### src/rtl/sr_latch_bank_if.sv
// sr_latch_bank_if: request/response bundle for sr_latch_bank.
//   s, r         per-channel set/reset requests (polarity set by the bank)
//   clr_sticky   clears every illegal_sticky bit
//   q, nq        latch outputs
//   both_flag    channel sitting in the both-asserted state
//   race_pulse   one-cycle pulse on simultaneous release from the both state
//   illegal_sticky  remembers that s and r were asserted together
interface sr_latch_bank_if #(parameter int N = 8);
  logic [N-1:0] s;
  logic [N-1:0] r;
  logic         clr_sticky;
  logic [N-1:0] q;
  logic [N-1:0] nq;
  logic [N-1:0] both_flag;
  logic [N-1:0] race_pulse;
  logic [N-1:0] illegal_sticky;

  modport master (output s, r, clr_sticky,
                  input  q, nq, both_flag, race_pulse, illegal_sticky);
  modport slave  (input  s, r, clr_sticky,
                  output q, nq, both_flag, race_pulse, illegal_sticky);
endinterface

### src/rtl/sr_latch_bank.sv
// sr_latch_bank: N independent clocked SR latch channels.
//   clk    rising-edge clock for all state
//   reset  synchronous active-high reset, overrides every other input
//   bus    sr_latch_bank_if slave modport (s/r/clr_sticky in, flags out)
// Each channel holds Q0/Q1/QB, handles the both-asserted case per BOTH_MODE,
// flags simultaneous release from QB as a race, and delays q/nq/both/race
// by DELAY cycles. illegal_sticky is reported without delay.

// One channel. pipe[0] is the architectural state; pipe[1..DELAY] model
// propagation delay and carry the race bit alongside q/nq.
module sr_lane #(
  parameter int ACTIVE_LOW = 1,
  parameter bit INIT_BIT   = 1'b0,
  parameter int BOTH_MODE  = 0,
  parameter int RACE_VAL   = 0,
  parameter int DELAY      = 1
) (
  input  logic clk,
  input  logic reset,
  input  logic s,
  input  logic r,
  input  logic clr_sticky,
  output logic q,
  output logic nq,
  output logic both_flag,
  output logic race_pulse,
  output logic illegal_sticky
);
  typedef struct packed {
    logic q;
    logic nq;
    logic race;
  } cell_t;

  localparam cell_t C_Q0   = '{q: 1'b0, nq: 1'b1, race: 1'b0};
  localparam cell_t C_Q1   = '{q: 1'b1, nq: 1'b0, race: 1'b0};
  localparam cell_t C_QB   = '{q: 1'b1, nq: 1'b1, race: 1'b0};
  localparam cell_t C_INIT = INIT_BIT ? C_Q1 : C_Q0;
  // Landing state after a simultaneous release from QB, race bit raised.
  localparam cell_t C_RACE = (RACE_VAL != 0) ? '{q: 1'b1, nq: 1'b0, race: 1'b1}
                                             : '{q: 1'b0, nq: 1'b1, race: 1'b1};

  logic                s_n, r_n;
  cell_t               nxt;
  cell_t [DELAY:0]     pipe;
  logic                sticky;

  assign s_n = (ACTIVE_LOW != 0) ? ~s : s;
  assign r_n = (ACTIVE_LOW != 0) ? ~r : r;

  always_comb begin
    nxt      = pipe[0];
    nxt.race = 1'b0;
    case ({s_n, r_n})
      2'b10:   nxt = C_Q1;
      2'b01:   nxt = C_Q0;
      2'b00:   if (pipe[0].q && pipe[0].nq) nxt = C_RACE;
      default: begin
        case (BOTH_MODE)
          0:       nxt = C_QB;
          1:       nxt = C_Q1;
          2:       nxt = C_Q0;
          default: ;  // hold
        endcase
      end
    endcase
  end

  always_ff @(posedge clk) begin
    if (reset) begin
      // Flush the whole delay line so no stale value or race escapes.
      pipe   <= {(DELAY+1){C_INIT}};
      sticky <= 1'b0;
    end else begin
      pipe[0] <= nxt;
      for (int i = 1; i <= DELAY; i++) pipe[i] <= pipe[i-1];
      // Set beats clear when they land on the same edge.
      if (s_n && r_n)      sticky <= 1'b1;
      else if (clr_sticky) sticky <= 1'b0;
    end
  end

  assign q              = pipe[DELAY].q;
  assign nq             = pipe[DELAY].nq;
  assign both_flag      = pipe[DELAY].q & pipe[DELAY].nq;
  assign race_pulse     = pipe[DELAY].race;
  assign illegal_sticky = sticky;
endmodule

module sr_latch_bank #(
  parameter int           N          = 8,
  parameter int           ACTIVE_LOW = 1,
  parameter logic [N-1:0] INIT       = '0,
  parameter int           BOTH_MODE  = 0,
  parameter int           RACE_VAL   = 0,
  parameter int           DELAY      = 1
) (
  input  logic           clk,
  input  logic           reset,
  sr_latch_bank_if.slave bus
);
  if (N < 1 || N > 32) begin : g_bad_n
    $error("sr_latch_bank: N out of range 1..32");
  end
  if (BOTH_MODE < 0 || BOTH_MODE > 3) begin : g_bad_mode
    $error("sr_latch_bank: BOTH_MODE out of range 0..3");
  end
  if (DELAY < 0 || DELAY > 4) begin : g_bad_delay
    $error("sr_latch_bank: DELAY out of range 0..4");
  end

  logic [N-1:0] q_v, nq_v, both_v, race_v, ill_v;

  for (genvar i = 0; i < N; i++) begin : g_lane
    sr_lane #(
      .ACTIVE_LOW (ACTIVE_LOW),
      .INIT_BIT   (INIT[i]),
      .BOTH_MODE  (BOTH_MODE),
      .RACE_VAL   (RACE_VAL),
      .DELAY      (DELAY)
    ) u_lane (
      .clk            (clk),
      .reset          (reset),
      .s              (bus.s[i]),
      .r              (bus.r[i]),
      .clr_sticky     (bus.clr_sticky),
      .q              (q_v[i]),
      .nq             (nq_v[i]),
      .both_flag      (both_v[i]),
      .race_pulse     (race_v[i]),
      .illegal_sticky (ill_v[i])
    );
  end

  assign bus.q              = q_v;
  assign bus.nq             = nq_v;
  assign bus.both_flag      = both_v;
  assign bus.race_pulse     = race_v;
  assign bus.illegal_sticky = ill_v;
endmodule

### src/flat_wrapper.sv
// flat-port wrapper written by rule: the top's interface ports become plain ports
module sr_latch_bank_flat 
#(
  parameter int           N          = 8,
  parameter int           ACTIVE_LOW = 1,
  parameter logic [N-1:0] INIT       = '0,
  parameter int           BOTH_MODE  = 0,
  parameter int           RACE_VAL   = 0,
  parameter int           DELAY      = 1
)
  (clk, reset, bus_s, bus_r, bus_clr_sticky, bus_q, bus_nq, bus_both_flag, bus_race_pulse, bus_illegal_sticky);
  sr_latch_bank_if #(.N(N)) bus_i ();
  input  logic clk;
  input  logic reset;
  input wire logic [$bits(bus_i.s)-1:0] bus_s;
  input wire logic [$bits(bus_i.r)-1:0] bus_r;
  input wire logic [$bits(bus_i.clr_sticky)-1:0] bus_clr_sticky;
  output wire logic [$bits(bus_i.q)-1:0] bus_q;
  output wire logic [$bits(bus_i.nq)-1:0] bus_nq;
  output wire logic [$bits(bus_i.both_flag)-1:0] bus_both_flag;
  output wire logic [$bits(bus_i.race_pulse)-1:0] bus_race_pulse;
  output wire logic [$bits(bus_i.illegal_sticky)-1:0] bus_illegal_sticky;
  assign bus_i.s = bus_s;
  assign bus_i.r = bus_r;
  assign bus_i.clr_sticky = bus_clr_sticky;
  assign bus_q = bus_i.q;
  assign bus_nq = bus_i.nq;
  assign bus_both_flag = bus_i.both_flag;
  assign bus_race_pulse = bus_i.race_pulse;
  assign bus_illegal_sticky = bus_i.illegal_sticky;
  sr_latch_bank #(.N(N), .ACTIVE_LOW(ACTIVE_LOW), .INIT(INIT), .BOTH_MODE(BOTH_MODE), .RACE_VAL(RACE_VAL), .DELAY(DELAY)) u_core (.clk(clk), .reset(reset), .bus(bus_i));
endmodule
### config.mk
export PLATFORM = sky130hd
export DESIGN_NAME = sr_latch_bank_flat
export DESIGN_NICKNAME = d
export VERILOG_FILES = /design/src/rtl/sr_latch_bank_if.sv /design/src/rtl/sr_latch_bank.sv /design/src/flat_wrapper.sv
export SDC_FILE = /design/constraint.sdc
export NUM_CORES = 1
export LEC_CHECK = 0
export BUFFER_PORTS_ARGS = -buffer_cell sky130_fd_sc_hd__buf_2
export CAP_MARGIN = 25
export CORE_ASPECT_RATIO = 0.6
export CORE_UTILIZATION = 26
export DETAILED_ROUTE_END_ITERATION = 6
export PLACE_DENSITY = 0.55
export SLEW_MARGIN = 15
export SYNTH_ARGS = -nofsm -noshare
export SYNTH_HDL_FRONTEND = slang
export SYNTH_SLANG_ARGS = --single-unit
### constraint.sdc
create_clock -name clk -period 1.5 [get_ports clk]
set_input_delay 0.075 -clock clk [delete_from_list [all_inputs] [get_ports clk]]
set_output_delay 0.075 -clock clk [all_outputs]
set_load 0.1 [all_outputs]
* Word-level counts from Yosys, hierarchy flattened
Index checks and enable logic that the tools add are counted.
W data, S select, Z words.
** Operators by class
- Eq/ne operators :: 24
- Multiplexer cells :: 25
- Bitwise operators :: 24
- Reductions and logical operators :: 32
** Operator list (number)
- $pmux W3 S3 :: 8
- $mux W3 :: 8
- $eq A2 B1 Y1 const B :: 8
- $eq A2 B2 Y1 const B :: 8
- $logic_and A1 B1 Y1 :: 16
- $logic_not A2 Y1 :: 8
- $ne A2 B2 Y1 const B :: 8
- $not A1 Y1 :: 16
- $reduce_bool A2 Y1 :: 8
- $mux W1 :: 9
- $and A1 B1 Y1 :: 8
** Word-level totals
- Register bits after elaboration :: 56
- Bits of input ports :: 19
- Output and inout port bits :: 40
- Logic and storage cells :: 161

* Longest topological paths before layout
- Word-level depth :: 3
- Gate-level depth with buffers :: 3
- Mapped depth without buffers :: 2

* Modules after synthesis
A second synthesis with hierarchy kept.
** Unflattened totals
- Cell total of the unflattened synthesis :: 152
- Area total of the unflattened synthesis :: 1741.7 µm²
** Modules (own cells, without submodules)
- sr_lane :: times used 8, cells each 19, area each 217.7 µm², sequential area each 140.1 µm²

* Least setup slack after synthesis
No wires, ideal clock.
- Path kind :: register -> register
- Start point :: reg u_core.g_lane[1].u_lane.pipe[2] in the netlist's numbering
- End point :: reg u_core.g_lane[1].u_lane.pipe[0] in the netlist's numbering
- Library setup time :: 117 ps
- Data arrival time :: 673 ps
- Data required time :: 1383 ps
- Slack :: 709 ps
- Stages on the path, launching flop included :: 3
- Buffers on the path :: 0
- Clock period less this slack :: 791 ps
- Cell sequence :: dfxtp_1 and2b_2 and4_2
** On the way
- Cells in the longest elaborated chain, start to end :: 3
** RTL lines
- start: declaration :: line sr_latch_bank.sv:45 : cell_t [DELAY:0] pipe;
- start signal: assignment :: line sr_latch_bank.sv:72 : pipe <= {(DELAY+1){C_INIT}};
- $logic_and A1 B1 Y1 :: line sr_latch_bank.sv:57 : 2'b00: if (pipe[0].q && pipe[0].nq) nxt = C_RACE;
- $mux W3 :: line sr_latch_bank.sv:57
- $pmux W3 S3 :: line sr_latch_bank.sv:54 : case ({s_n, r_n})
No other way between the ends. The select of a mux whose other input is x is not followed.
A chain may end at the register's enable or synchronous reset.

* Worst setup path after layout
- Start point :: reg u_core.g_lane[6].u_lane.pipe, in the netlist u_core.g_lane[6].u_lane.q
- End point :: out bus_both_flag[6]
** On the way
- Cells in the longest elaborated chain, start to end :: 1
** RTL lines
- start: declaration :: line sr_latch_bank.sv:45
- start signal: assignment :: line sr_latch_bank.sv:72
- $and A1 B1 Y1 :: line sr_latch_bank.sv:85 : assign both_flag = pipe[DELAY].q & pipe[DELAY].nq;
- end: declaration :: line flat_wrapper.sv:20 : output wire logic [$bits(bus_i.both_flag)-1:0] bus_both_flag;
No other way between the ends.

==> results by stage <==
STA:
- After layout, the minimum clock period comes to ~1200 ps.
- The smallest hold slack is 9.906 ps.
- Setup repair after global routing left no endpoint under its margin.
- Summed over all failing endpoints, the final setup total negative slack is 0 ps.
- Headroom to the max-slew limit came out at 0.6744.
- The worst-margin pin slew is approximately 490 ps.
- The final cycle utilization of the critical path is 0.8166.
- The total count of hold-check failures in the final report is 0.
- For the final database, setup skew stands at about 2.0 ps.
- Setup violations remaining at the end of the flow were counted as 0.
- The final count of pins violating max slew is 0.
- The upper clock frequency limit is 816.4 MHz.

Detailed routing:
- After detailed routing, the total wire length is approximately 3.3 mm.
- The count of unresolved DRC violations after routing is 0.
- The number of nets still failing antenna checks after routing is 0.
- Dividing the detail-routed wire length by the instance count gives 9.804 um.
- The count of TritonRoute iterations in the first routing pass is 4.
- In the routed layout, each cell is associated on average with a via count of 3.771.
- For this block, the initial DRC count from the detailed router was 57.
- The total via count in the routed design is 1267.

GRT:
- The number of antenna violations at the first check in global routing came to 0.
- The wire length of the first global-routing pass is 5.423 mm.
- Summed over all layers, the global routing overflow is 0.
- Entering global routing, the biggest net connects 25 pins.
- The total global-route track usage is 0.08419.
- The number of global-route vias before repair is 1137.

Worst hold path:
- The path category of the worst min-delay check is primary input to flop.
- The worst hold path depth is 2.

Placement:
- In this run the tool buffered the top-level ports with between 50 and 60 buffer cells.
- After legalization and detailed placement, the total HPWL measured 2.364 mm.
- Routability-driven placement finished with a final weighted congestion of 0.6663.

Clock network:
- TritonCTS built the clock tree.
- At the later pin of the worst-skew pair, clock insertion delay measures 290 ps.
- The clock tree root buffer cell is clkbuf_16.
- The CTS H-tree depth is 2.
- The number of sinks driven by the clock tree is 56.
- The number of clock buffers added by TritonCTS is 5.
- The number of setup buffers added after CTS is 0.
- The count of instances resized after the clock tree is built is 0.
- The clock edge transition at the registers on the reported setup and hold paths is 70 ps.
- The worst-case clock buffer depth is 2.

Die:
- The die covers ~8500 sq um.
- The number of standard-cell rows in the floorplan is 24.
- The core region is around 7500 sq um.
- The die width is 118.1 um.
- The vertical die dimension is around 72 um.
- The effective utilization at floorplan is 0.2791.
- During I/O placement, the number of pins put on the boundary was 59.

Yosys:
- The number of storage elements in the synthesis netlist is 56.
- The most frequent cell after synthesis is dfxtp_1.
- Counting distinct cell types in the post-synthesis netlist gives 16.
- In the post-synthesis netlist, the biggest area contributors are dfxtp_1 (53%), buf_4 (14%), nor2b_1 (4.2%).
- For this run, the leading register cell type out of synthesis is dfxtp_1.
- The async set or reset register ratio after synthesis is 0.
- The sequential-to-total area share from yosys stat is 0.5330.
- The number of nets in the synthesized netlist is 222.
- The commonest cells after synthesis are dfxtp_1 (56), buf_4 (40), a21oi_1 (16).
- The warning count from the yosys run is 0.
- A synthesized cell averages 10.36 sq um.
- The cell area that synthesis handed to floorplanning was 2103 sq um.
- The count of flip-flops with a built-in enable after synthesis is 0.
- The biggest area consumer among synthesized cells is dfxtp_1.
- Synthesis handed over a netlist of 203 instances.
- The top-area cell type share of the netlist area is 0.5330.

Critical path:
- Along the worst path, the maximum fanout reaches 2.
- The worst setup path is captured at an output port.
- The worst-case reg-to-reg path depth is 2.
- The worst path arrival time is 1150 ps.
- STA classifies the critical path startpoint as a flop.
- The startpoint-to-endpoint class of the critical path is flop to output port.
- For the worst setup path, the data required time is 1420 ps.

Power:
- The standby leakage power is 0.001045 uW.
- The power density of the placed cells is 1307 nW/um^2.
- The worst-case vdd ir drop is 399.3 uV.

Layout:
- The fill cell instance count of the final layout is 779.
- The number of antenna diodes in the final layout is 0.
- The fraction of final layout cells sized beyond drive strength 1 is 0.3621.
- Compared with the post-synthesis result, the final layout area differs by 14.04%.
- The fraction of the core area covered by cells at the end of the flow is 0.3182.
- The number of nets in the final layout is 251.

Status:
- The run finished with clean final reports.

Flow run:
- The max capacitance violation total is 0.
==> logic make-up (layout without fill, tap and decap cells) <==
family	count (synthesis)	count (layout)	synth area share
buffers and inverters	45	74	0.1636
DFF	56	56	0.5330
AOI/OAI and AO/OA	16	16	0.03807
and+or+nand+nor	86	86	0.2653
==> sequential cells by signal, indices dropped and copies added, names as in the netlist <==
name,count
u_core.g_lane.u_lane.race_pulse,8
u_core.g_lane.u_lane.q,8
u_core.g_lane.u_lane.pipe,24
u_core.g_lane.u_lane.nq,8
u_core.g_lane.u_lane.illegal_sticky,8
==> layout make-up <==
| type | count | area [sq um] | area share |
|---|---|---|---|
| repair buffers | 67 | 375.4 | 0.1565 |
| well taps | 104 | 130.1 | 0.05425 |
| clock buffers | 6 | 128.9 | 0.05373 |
| flip-flops and latches | 56 | 1121 | 0.4674 |
| multi-input cells | 102 | 638.1 | 0.2660 |
| clock inverters | 1 | 5.005 | 0.002087 |
==> per-stage QoR <==
| step | std cells | power, uW | worst slack [ps] | cell area (sq um) |
|---|---|---|---|---|
| after global routing | 336 | 3303 | 208.2 | 2399 |
| after global placement | 322 | 2062 | 598.2 | 2195 |
| after CTS | 336 | 3199 | 250.3 | 2399 |
| after detailed placement | 322 | 2066 | 572.1 | 2195 |
| after floorplan | 203 | 2030 | 709.2 | 2103 |
| final | 336 | 3134 | 275.2 | 2399 |
==> path summary, 6_finish.rpt <==
| check | to | start | slack [ps] |
|---|---|---|---|
| hold / removal | u_core.g_lane[2].u_lane.pipe[1] | bus_r[2] | 10 |
| setup reg to reg | u_core.g_lane[1].u_lane.pipe[0] | u_core.g_lane[1].u_lane.pipe[2] | 670 |
| setup / recovery | bus_both_flag[6] | u_core.g_lane[6].u_lane.q | 280 |
| hold reg to reg | u_core.g_lane[4].u_lane.race_pulse | u_core.g_lane[4].u_lane.pipe[0] | 440 |
==> cells in the final DEF, fill, tap and decap left out <==
cell type       n
nor2b_2         6
or2_2           8
dlygate4sd3_1   7
a21oi_1        16
and2_1          8
clkbuf_1        1
buf_2          58
nand2b_1        8
buf_4           2
dfxtp_1        56
clkbuf_16       5
nand3b_1       10
nor2b_1        14
and4_1          6
nand2_1        14
and2b_2         2
clkinv_2        1
and4_2          2
or2_1           8
==> per-layer routing <==
layer  GRT usage  share of wire  wire length, um
met2      0.1209           0.42             1382
met3     0.04140          0.074              245
met5           0              0                0
met4     0.03419         0.0043               14
met1      0.1074           0.50             1651
==> timing repair <==
action / 4_1_cts / 5_1_grt
hold buffers: 7 / 0
setup endpoints to repair: 0 / 0
endpoints found under the hold margin: 7 / 0
==> report_power, final <==
| part | switching (uW) | internal (uW) |
|---|---|---|
| Combinational | 364 | 108 |
| Sequential | 27.5 | 1540 |
| Clock | 485 | 608 |
| Total | 876 | 2260 |
==> critical path: stages, from the launching register on <==
cell and delay [ps]:
dfxtp_1 330, and2_1 120, buf_2 420
(Power assumes the default switching activity.)
